## config.mk

```make
export PLATFORM = sky130hd
export DESIGN_NAME = switch_debouncer
export DESIGN_NICKNAME = d
export VERILOG_FILES = /design/src/rtl/switch_debouncer.sv
export SDC_FILE = /design/constraint.sdc
export NUM_CORES = 1
export LEC_CHECK = 0
export CAP_MARGIN = 15
export CORE_UTILIZATION = 50
export DETAILED_ROUTE_END_ITERATION = 16
export PLACE_DENSITY = 0.8
export SETUP_SLACK_MARGIN = 0.2
export SLEW_MARGIN = 0
export SYNTH_ARGS = -nofsm -noshare
export SYNTH_HDL_FRONTEND = slang
export SYNTH_SLANG_ARGS = --single-unit
```

## constraint.sdc

```tcl
create_clock -name clock -period 2.1 [get_ports clock]
set_input_delay 0.525 -clock clock [delete_from_list [all_inputs] [get_ports clock]]
set_output_delay 0.525 -clock clock [all_outputs]
set_load 0.03 [all_outputs]
```

## src/rtl/switch_debouncer.sv

```systemverilog
// rtl/switch_debouncer.sv - 2-FF synchroniser and per-bit debouncer for board slide switches
// Also emits a change pulse and a saturating change counter for debug.
module switch_debouncer #(
  parameter int WIDTH           = 4,
  parameter int DEBOUNCE_CYCLES = 500000,
  parameter int CNT_WIDTH       = 20
) (
  input  logic             clock,
  input  logic             reset_n,
  input  logic [WIDTH-1:0] sw_raw,
  input  logic             clear_count,
  output logic [WIDTH-1:0] sw_stable,
  output logic             sw_changed,
  output logic [7:0]       change_count
);

  localparam logic [CNT_WIDTH-1:0] CNT_LAST = CNT_WIDTH'(DEBOUNCE_CYCLES - 1);

  logic [WIDTH-1:0]     sync1;
  logic [WIDTH-1:0]     sync2;
  logic [WIDTH-1:0]     accept;
  logic [CNT_WIDTH-1:0] cnt [WIDTH];

  // A bit is accepted once sync2 has disagreed with sw_stable for DEBOUNCE_CYCLES edges.
  always_comb begin
    accept = '0;
    for (int i = 0; i < WIDTH; i++) begin
      accept[i] = (sync2[i] != sw_stable[i]) && (cnt[i] == CNT_LAST);
    end
  end

  always_ff @(posedge clock or negedge reset_n) begin
    if (!reset_n) begin
      sync1 <= '0;
      sync2 <= '0;
    end else begin
      sync1 <= sw_raw;
      sync2 <= sync1;
    end
  end

  always_ff @(posedge clock or negedge reset_n) begin
    if (!reset_n) begin
      sw_stable <= '0;
      for (int i = 0; i < WIDTH; i++) begin
        cnt[i] <= '0;
      end
    end else begin
      for (int i = 0; i < WIDTH; i++) begin
        if (sync2[i] == sw_stable[i]) begin
          cnt[i] <= '0;
        end else if (accept[i]) begin
          sw_stable[i] <= sync2[i];
          cnt[i]       <= '0;
        end else begin
          cnt[i] <= cnt[i] + 1'b1;
        end
      end
    end
  end

  always_ff @(posedge clock or negedge reset_n) begin
    if (!reset_n) begin
      sw_changed   <= 1'b0;
      change_count <= 8'h00;
    end else begin
      sw_changed <= |accept;
      if (clear_count) begin
        change_count <= 8'h00;
      end else if (sw_changed && (change_count != 8'hFF)) begin
        change_count <= change_count + 8'h01;
      end
    end
  end

endmodule

```

==> run metrics, run 1 <==
Syn Area/Cell=roughly 9.8 sq um; final net count=560; core area=9328 sq um; CTS max path bufs=2; Clock Power Share=0.353; status=finished clean; Critical Path Max Stage Delay=approximately 560 ps; clk_lat worst skew=370 ps; Syn. warnings=0; drt first pass iters=7; row cnt=35; die width=about 100 um; CP max stage cell=or4_4; Final Cycle Share=0.9053; clk root buf=clkbuf_8; Reg clk slew, reported paths=100 ps; Ant. Diodes=0; Post-synth ARST share=1.000; register share of total power=0.601; initial drt markers=200; Crit Path Category=reg2reg; measured slew at the worst slew-check pin=between 400 and 500 ps; worst hold path type=in2async; vias in the first global route=approximately 3.7k; final count of negative-setup-slack endpoints=0; Final Hold Viols=0; cell breakdown of the critical path=ha_2 -> nand4_1 -> or4_4 -> or4_1 -> a21oi_2; Peak VDD IR=just over 0.3 mV; GR Util All Layers=0.2062; switch share=0.2493; Area growth, synth to finish=17.29%; fillcell total=roughly 750; number of synthesized register bits=between 100 and 150; critical path startpoint category=register; total clock sinks=101; port bufs=19; Max Fclk=526.0 MHz; I/O pins=20; max_cap viols=0; Post-Syn Nets=508; Int Power=between 2 and 2.5 mW; first-pass GRT wire length=16630 um; Combinational Power Share=0.046; total power per unit cell area=582.7 nW/um^2; TNS Setup=0 ps; gp weighted congestion=0.8619; CP endpoint kind=register; final routed DRC violation total=0; hold slack final=117.1 ps; Pleak=2.305 nW; WP data required=2390 ps; Final Power=3.318 mW; skew final=12.41 ps; Top FF cell, synth=dfrtp_1; Cells after Synth=496; GRT overflow=0; Final min period=1901 ps; H-tree levels=3; NetSw=827.0 uW; Post-DRT Antenna Nets=0; RSZ-0062 raised after global routing=true; worst path arrival time=between 2000 and 2500 ps; share of cells above drive strength 1=0.1591; Die Ht=100.5 um; sequential cell area fraction in the yosys report=0.5206; DR WL/cell=14.25 um; largest net degree at the start of global routing=41; max_slew headroom=0.6689; crit-path max FO=3; Synth cell types=42; via count=3851; CP delay by family, top=simple AND/OR/NAND/NOR gates; CTS Buf Count=9; drt via density=5.647; die area=between 10000 and 15000 sq um; Post-synth EDFFs=0; final WL=~9700 um; antenna violations before repair=0; TritonCTS clock tree=built; HPWL Detailed=around 6700 um; Worst Path Buf+Inv=0; Cell Area, Synth=4855 sq um; pins over their slew limit=0; Initial Utilization=0.5205
## metrics by stage
step | utilization | area, sq um | instances | setup slack (ps)
6_report | 0.6105 | 5694 | 682 | 198.9
5_1_grt | 0.6105 | 5694 | 682 | 128.7
4_1_cts | 0.5946 | 5547 | 672 | 202.3
3_5_place_dp | 0.5694 | 5311 | 651 | 145.8
3_3_place_gp | 0.5694 | 5311 | 651 | 207.0
2_1_floorplan | - | 4862 | 496 | 200.2
## cell usage in the layout (no fill, tap or decap), types with 4 or more instances in the layout
cell	count
dfrtp_2	8
clkdlybuf4s50_1	5
clkbuf_8	9
o21ai_0	12
nand4_1	24
xnor2_1	41
nor4_1	17
xor2_1	17
or4_1	10
o31ai_1	6
dlygate4sd2_1	13
mux2_2	4
nor3_1	18
nand3_1	27
or3_1	14
nor2_1	79
nand2_1	27
buf_4	31
or4_4	4
dfrtp_1	93
inv_1	18
a21oi_1	21
## synthesized netlist by cell type, types with 4 or more instances
library cell | count | area share
nor2_1 | 79 | 0.061
or4_1 | 14 | 0.022
nor3_1 | 21 | 0.022
nor4_1 | 18 | 0.023
o21ai_0 | 12 | 0.012
ha_1 | 5 | 0.013
dfrtp_1 | 101 | 0.52
nand4_1 | 24 | 0.031
clkbuf_1 | 4 | 0.0031
nand2_1 | 28 | 0.022
o31ai_1 | 6 | 0.0093
a21oi_1 | 22 | 0.023
buf_2 | 6 | 0.0062
nand3_1 | 27 | 0.028
mux2_2 | 4 | 0.0093
inv_1 | 18 | 0.014
xnor2_1 | 41 | 0.074
or3_1 | 14 | 0.018
xor2_1 | 17 | 0.031
## power groups by stage
stage               Combinational, mW  Sequential (mW)  Clock (mW)
finish                          0.152             2.00        1.17
global route                    0.176             2.00        1.30
CTS                             0.148             2.00        1.21
detailed placement              0.139             2.03           0
global placement                0.136             2.03           0
floorplan                      0.0652             2.03           0
## worst reg2reg max path, stage by stage (launching register included)
cell and delay [ps]:
dfrtp_1 380, ha_2 190, nand4_1 110, or4_4 560, or4_1 440, a21oi_2 150
## per-layer routing
metal	global-route usage	share of wire
met2	0.3435	0.51
met5	0	0
met3	0.04022	0.035
met4	0.06355	0.011
met1	0.2741	0.44
## cell type report
type / instances / area (sq um) / share of cell area
multi-input cells: 365 / 2287 / 0.4017
flip-flops and latches: 101 / 2537 / 0.4456
clock buffers: 9 / 123.9 / 0.02175
well taps: 129 / 161.4 / 0.02835
clock inverters: 7 / 66.31 / 0.01165
inverters: 18 / 67.56 / 0.01187
repair buffers: 53 / 450.4 / 0.07910
## final timing paths
check	from	endpoint	slack, ps	cells after the start
max	cnt[40]	cnt[58]	200	5
min	reset_n	sync1[2]	120	1
max reg2reg	cnt[40]	cnt[58]	200	5
min reg2reg	sync1[2]	sync2[2]	370	0
max in group asynchronous	reset_n	cnt[70]	1310	2
min in group clock	sync1[2]	sync2[2]	370	0
## flip-flops by register name, indices dropped and copies added, names as in the netlist
register and cells:
sync2 4, cnt 80, change_count 8, sw_stable 4
sync1 4, sw_changed 1
## logic make-up after synthesis
| kind of cell | after synthesis | synth area share |
|---|---|---|
| DFF | 101 | 0.5206 |
| buffers and inverters | 30 | 0.02500 |
| and+or+nand+nor | 245 | 0.2601 |
| adders and majority gates | 5 | 0.01289 |
| AOI/OAI and AO/OA | 50 | 0.06134 |
| xor gates and xnor gates | 58 | 0.1046 |
| muxes | 7 | 0.01546 |
## repair_timing
item                       4_1_cts  5_1_grt
buffers inserted                 5       10
pin swaps                        1        3
setup endpoints to repair       60       48
hold buffers                     0        0
resized for setup               19       22
(Power assumes the default switching activity.)
==> inputs of run 2 (changes only) <==
Settings changed: ABC_AREA set to 1.
==> run 2 against run 1 <==
Effect of this change: power is 11% higher; highest routed layer unchanged; sequential share of layout area is 4.4 points lower; largest cell class is now multi-input combinational cells; setup slack better by 190 ps; combinational power is 3% higher; final cell count is 32% higher; clock skew is 6.0 ps lower.
==> run metrics, run 2 <==
status=finished clean (unchanged); die area=11730 sq um (was 10110 sq um); Post-DRT Antenna Nets=0 (unchanged); antenna violations before repair=0 (unchanged); CTS max path bufs=2 (unchanged); Top FF cell, synth=dfrtp_1 (unchanged); placed cells=886 (was 651); NetSw=814.2 uW (was 827.0 uW); post-CTS setup buffer count=0 (was 5); worst hold path type=in2async (unchanged); Pleak=2.816 nW (was 2.305 nW); Peak VDD IR=0.3471 mV (was 0.3023 mV); GR Util All Layers=0.2069 (was 0.2062); CP endpoint kind=primary output (was register); final WL=10580 um (was 9719 um); measured slew at the worst slew-check pin=487.3 ps (was 496.6 ps); switch share=0.2207 (was 0.2493); drt first pass iters=4 (was 7); port bufs=19 (unchanged); RSZ-0062 raised after global routing=false (was true); register share of total power=0.539 (was 0.601); sequential cell area fraction in the yosys report=0.4474 (was 0.5206); clk_lat worst skew=350 ps (was 370 ps); Post-synth EDFFs=0 (unchanged); skew final=6.373 ps (was 12.41 ps); final count of negative-setup-slack endpoints=0 (unchanged); Ant. Diodes=0 (unchanged); share of cells above drive strength 1=0.1408 (was 0.1591); Worst Path Buf+Inv=1 (was 0); Cell Area, Synth=5649 sq um (was 4855 sq um); Combinational Power Share=0.042 (was 0.046); Syn Area/Cell=7.803 sq um (was 9.788 sq um); final routed DRC violation total=0 (unchanged); gp weighted congestion=0.8548 (was 0.8619); Final Cycle Share=0.8161 (was 0.9053); total clock sinks=101 (unchanged); Cell Count, Final, Fillers Out=900 (was 682); clk root buf=clkbuf_16 (was clkbuf_8); Clock Power Share=0.418 (was 0.353); cell breakdown of the critical path=dlygate4sd2_1 (was ha_2 -> nand4_1 -> or4_4 -> or4_1 -> a21oi_2); Post-synth top cells=nand2_1 (172), nor2_1 (135), dfrtp_1 (101) (was dfrtp_1 (101), nor2_1 (79), xnor2_1 (41)); initial drt markers=229 (was 200); via count=4425 (was 3851); final net count=769 (was 560); Largest regs=cnt: 80 flops, change_count: 8 flops (unchanged); Int Power=2.876 mW (was 2.491 mW); Crit Path Category=reg2out (was reg2reg); CTS Buf Count=9 (unchanged); max_cap viols=0 (unchanged); critical path startpoint category=register (unchanged); max reg flops=80 (unchanged); commonest non-fill, non-tap cell in the layout=nand2_1 (was dfrtp_1); pins over their slew limit=0 (unchanged); number of synthesized register bits=101 (unchanged); Synth area leader=dfrtp_1 (unchanged); Reg clk slew, reported paths=70 ps (was 100 ps); Max Fclk=583.5 MHz (was 526.0 MHz); Final min period=1714 ps (was 1901 ps); Cells after Synth=724 (was 496); RR Endpoint=change_count[5] (was cnt[58]); total power per unit cell area=585.9 nW/um^2 (was 582.7 nW/um^2); H-tree levels=3 (unchanged); crit-path max FO=5 (was 3); WP data required=1570 ps (was 2390 ps); GRT overflow=0 (unchanged); count leader, synth=nand2_1 (was dfrtp_1); Design Area, Final=6297 sq um (was 5694 sq um); I/O pins=20 (unchanged); CP max stage cell=dfrtp_1 (was or4_4); TritonCTS clock tree=built (unchanged); worst reg-to-reg setup slack=540 ps (was 200 ps); Cell Area, Placed=6046 sq um (was 5311 sq um); Largest Register=cnt (unchanged); Initial Utilization=0.5166 (was 0.5205); DR WL/cell=11.75 um (was 14.25 um); Synth area leaders=dfrtp_1 (45%), nand2_1 (11%), nor2_1 (9.0%), inv_1 (5.8%), xor2_1 (4.8%) (was dfrtp_1 (52%), xnor2_1 (7.4%), nor2_1 (6.1%), nand4_1 (3.1%), xor2_1 (3.1%)); Area growth, synth to finish=11.47% (was 17.29%); TNS Setup=0 ps (unchanged); core area=10940 sq um (was 9328 sq um); vias in the first global route=4260 (was 3703); post-place setup slack=374.7 ps (was 145.8 ps); row cnt=38 (was 35); die width=108.3 um (was 100.5 um); first-pass GRT wire length=18950 um (was 16630 um); Syn. warnings=0 (unchanged); Yosys top cell area share=0.4474 (was 0.5206); Critical Path Max Stage Delay=420 ps (was 560 ps); CP delay by family, top=flip-flops (was simple AND/OR/NAND/NOR gates); commonest cells after routing, fill and taps aside=nand2_1 (172), nor2_1 (135), dfrtp_1 (101), inv_1 (87), nand3_1 (33) (was dfrtp_1 (93), nor2_1 (79), xnor2_1 (41), buf_4 (31)); PnR worst setup slack=386.1 ps (was 198.9 ps); final core occ=0.5759 (was 0.6105); Post-Syn Nets=736 (was 508); drt via density=4.917 (was 5.647); Synth cell types=32 (was 42); Die Ht=108.3 um (was 100.5 um); HPWL Detailed=7869 um (was 6717 um); Final Hold Viols=0 (unchanged); max_slew headroom=0.6751 (was 0.6689); reg2reg start=change_count[0] (was cnt[40]); FF-to-FF path depth=6 (was 5); largest net degree at the start of global routing=37 (was 41); worst path arrival time=1190 ps (was 2190 ps); Post-synth ARST share=1.000 (unchanged)
## run 2: logic make-up after synthesis
kind of cell	Yosys count	share of synthesized area
xor gates and xnor gates	39	0.06047
buffers and inverters	99	0.06866
adders and majority gates	5	0.01107
and+or+nand+nor	448	0.3814
DFF	101	0.4474
AOI/OAI and AO/OA	32	0.03101
## run 2: worst max-delay path by stage
stage / startpoint / endpoint / slack [ps] / cells past startpoint
3_3_place_gp: clear_count / change_count[7] / 380 / 6
6_report: change_count[4] / change_count[4] / 390 / 1
5_1_grt: change_count[4] / change_count[4] / 340 / 1
2_1_floorplan: change_count[1] / change_count[2] / 630 / 9
4_1_cts: change_count[4] / change_count[4] / 370 / 1
3_5_place_dp: clear_count / change_count[2] / 370 / 6
## run 2: layer usage
layer / up-vias / global-route usage / share of wire
met3: 13 / 0.04219 / 0.030
met5: - / 0 / 0
met4: 0 / 0.07046 / 0.013
met2: 53 / 0.3430 / 0.48
met1: 2068 / 0.2702 / 0.47
li1: 2291 / - / -
## run 2: power by group through the flow
stage | clock network [mW] | registers, mW | logic (mW)
floorplan | 0 | 2.02 | 0.0802
global placement | 0 | 2.03 | 0.158
detailed placement | 0 | 2.03 | 0.160
CTS | 1.58 | 1.99 | 0.162
global route | 1.66 | 1.99 | 0.182
finish | 1.54 | 1.99 | 0.156
## run 2: cell type report
cell class	instances	area (sq um)
Tap cell	140	175.2
Sequential cell	101	2527
Multi-Input combinational cell	524	2734
Clock buffer	13	260.3
Inverter	95	356.6
Clock inverter	1	7.507
Timing Repair Buffer	26	236.5
Fill cell	996	4638
## run 2: through the flow
step | hold WS, ps | total power [mW]
6_report | 92.38 | 3.690
5_1_grt | 121.5 | 3.832
4_1_cts | 106.3 | 3.733
3_5_place_dp | 337.9 | 2.186
3_3_place_gp | 333.8 | 2.183
2_1_floorplan | 229.4 | 2.102
## run 2: what timing repair did
item,4_1_cts,5_1_grt
hold buffers,0,0
resized for setup,13,0
endpoints found under the setup margin,13,0
==> RTL change (flow settings as in run 1) <==
`DEBOUNCE_CYCLES`: 500000 -> 250000.
--- a/src/rtl/switch_debouncer.sv
+++ b/src/rtl/switch_debouncer.sv
@@ -2,7 +2,7 @@
 // Also emits a change pulse and a saturating change counter for debug.
 module switch_debouncer #(
   parameter int WIDTH           = 4,
-  parameter int DEBOUNCE_CYCLES = 500000,
+  parameter int DEBOUNCE_CYCLES = 250000,
   parameter int CNT_WIDTH       = 20
 ) (
   input  logic             clock,
Formal check against the unedited RTL: same outputs for any inputs over 10 cycles, from zero or initial values and one cycle with reset_n low; that may be too few to reach the edited logic, so the function may still have changed.
==> RTL change against run 1 <==
Global-route usage is 0.85 points lower. Power increased by 1.3%. Non-clock buffer count fell by 16. Sequential cell count did not move. Cell area down 1.1%. Setup slack got worse by 0.018 ns. Wire length shrank 4.9%. Via count shrank 4.1%. Sequential power is essentially flat. Critical path type unchanged. Synthesized area is 1.9% higher.
==> RTL change: results (changes against run 1) <==
STATUS='finished, final reports clean'
AREA_SHARE_CLOCK_BUF_INV_PCT=3.49  # +0.15 points
MUXSHAREOFSYNTHAREA_PCT=1.52  # -0.029 points
VDD.IR_DROP.WORST_mV=0.382  # +26%
GRT_PASS1_WL_MM=16.1  # -3.1%
GRTUSAGETOTAL_PCT=19.8  # -0.85 points
NETLIST_TOP_CELLS_COUNT='101 x sky130_fd_sc_hd__dfrtp_1, 87 x sky130_fd_sc_hd__nor2_1, 44 x sky130_fd_sc_hd__xnor2_1, 29 x sky130_fd_sc_hd__nand4_1, 27 x sky130_fd_sc_hd__nand3_1'
DETAILED_PLACE_HPWL_MM=6.30  # -6.3%
FINAL.SIGNAL_BUFFER_COUNT=37  # -30%
BUFFER_AREA_SHARE_PCT=5.73  # -2.2 points
SYNTH_ADDER_AREA_SHARE_PCT=1.26  # -0.024 points
SYNTHESIZED_AREA_PER_CELL_UM2=10.1  # +3.6%
POST_ROUTE_CELLS_DRIVE_ABOVE_1_SHARE_PCT=11.3  # -4.6 points
CRITICAL_PATH.REG2REG.ENDPOINT='sw_stable[3]$_DFFE_PN0P_'
SYNTHXORXNORAREAFRAC_PCT=12.0  # +1.6 points
FIRST_GLOBAL_VIAS=3648  # -1.5%
REGTOREGSTARTPOINT='cnt[8]$_DFF_PN0_'
SYNTHESIS.NETS=500  # -1.6%
ROUTE.VIAS.TOTAL=3693  # -4.1%
CLOCKBUFFERCOUNT=10  # +1
MULTI_INPUT_AREA_SHARE_PCT=42.0  # +1.8 points
SYNTH_SEQ_AREA_SHARE_PCT=51.1  # -0.99 points
PLACE_CONGESTION=0.857  # -0.56%
DRT-WIRELENGTH-PER-CELL_UM=14.0  # -1.8%
SYNTH_COMPOUND_AREA_SHARE_PCT=4.42  # -1.7 points
FIN_SKEW_NS=0.0140  # +0.00159 ns
MULTI_INPUT_GATES=362  # -0.82%
NUM-NETS-FINAL=538  # -3.9%
NON_CLOCK_INVERTER_COUNT=15  # -3
## RTL change: changes by cell type after synthesis, moves of 7 or more
| cell | delta |
|---|---|
| sky130_fd_sc_hd__or3_1 | -9 |
| sky130_fd_sc_hd__nand2_1 | -8 |
| sky130_fd_sc_hd__a21oi_1 | -10 |
| sky130_fd_sc_hd__and3_1 | +8 |
| sky130_fd_sc_hd__xor2_1 | +7 |
| sky130_fd_sc_hd__nor2_1 | +8 |
| sky130_fd_sc_hd__or4_1 | -10 |
## RTL change: power groups by stage
stage,Sequential [mW],Combinational (mW),Clock [mW]
3_5_place_dp,2.03,0.132,0
4_1_cts,1.99,0.133,1.28
2_1_floorplan,2.03,0.0612,0
5_1_grt,2.00,0.156,1.35
6_report,2.00,0.135,1.23
3_3_place_gp,2.03,0.130,0
## RTL change: worst max path at each step
| stage | startpoint | to | slack, ns |
|---|---|---|---|
| after floorplan | cnt[20]$_DFF_PN0_ | cnt[28]$_DFF_PN0_ | 0.27 |
| after global placement | cnt[9]$_DFF_PN0_ | sw_stable[3]$_DFFE_PN0P_ | 0.23 |
| after detailed placement | cnt[0]$_DFF_PN0_ | cnt[18]$_DFF_PN0_ | 0.15 |
| after CTS | cnt[1]$_DFF_PN0_ | cnt[18]$_DFF_PN0_ | 0.20 |
| after global routing | cnt[8]$_DFF_PN0_ | sw_stable[3]$_DFFE_PN0P_ | 0.16 |
| final | cnt[8]$_DFF_PN0_ | sw_stable[3]$_DFFE_PN0P_ | 0.18 |
## RTL change: through the flow
stage | setup slack, ns | area [um2] | hold slack [ns]
global route | 0.157 | 5630 | 0.220
CTS | 0.205 | 5550 | 0.221
detailed placement | 0.153 | 5330 | 0.338
floorplan | 0.269 | 4950 | 0.229
finish | 0.181 | 5630 | 0.185
global placement | 0.235 | 5330 | 0.332
## RTL change: logic make-up (layout without fill, tap and decap cells)
family / count (synthesis) / in the layout
and+or+nand+nor: 247 / 247
DFF: 101 / 101
xor gates and xnor gates: 68 / 68
AOI/OAI and AO/OA: 35 / 35
buffers and inverters: 25 / 68
muxes: 7 / 7
adders and majority gates: 5 / 5
## RTL change: routing by layer
layer / routed length (um) / global-route usage, % / share of wire [%] / vias to the layer above
li1: - / - / - / 1813
met1: 4270 / 25.8 / 46 / 1802
met2: 4560 / 33.0 / 49 / 70
met3: 328 / 4.28 / 3.6 / 8
met4: 78 / 6.47 / 0.84 / 0
met5: 0 / 0 / 0 / -
## RTL change: timing repair
action / CTS / global route
gates resized for setup: 17 / 11
pin swaps: 1 / 4
buffers inserted: 4 / 4
cloned: 0 / 1
setup endpoints to repair: 23 / 17
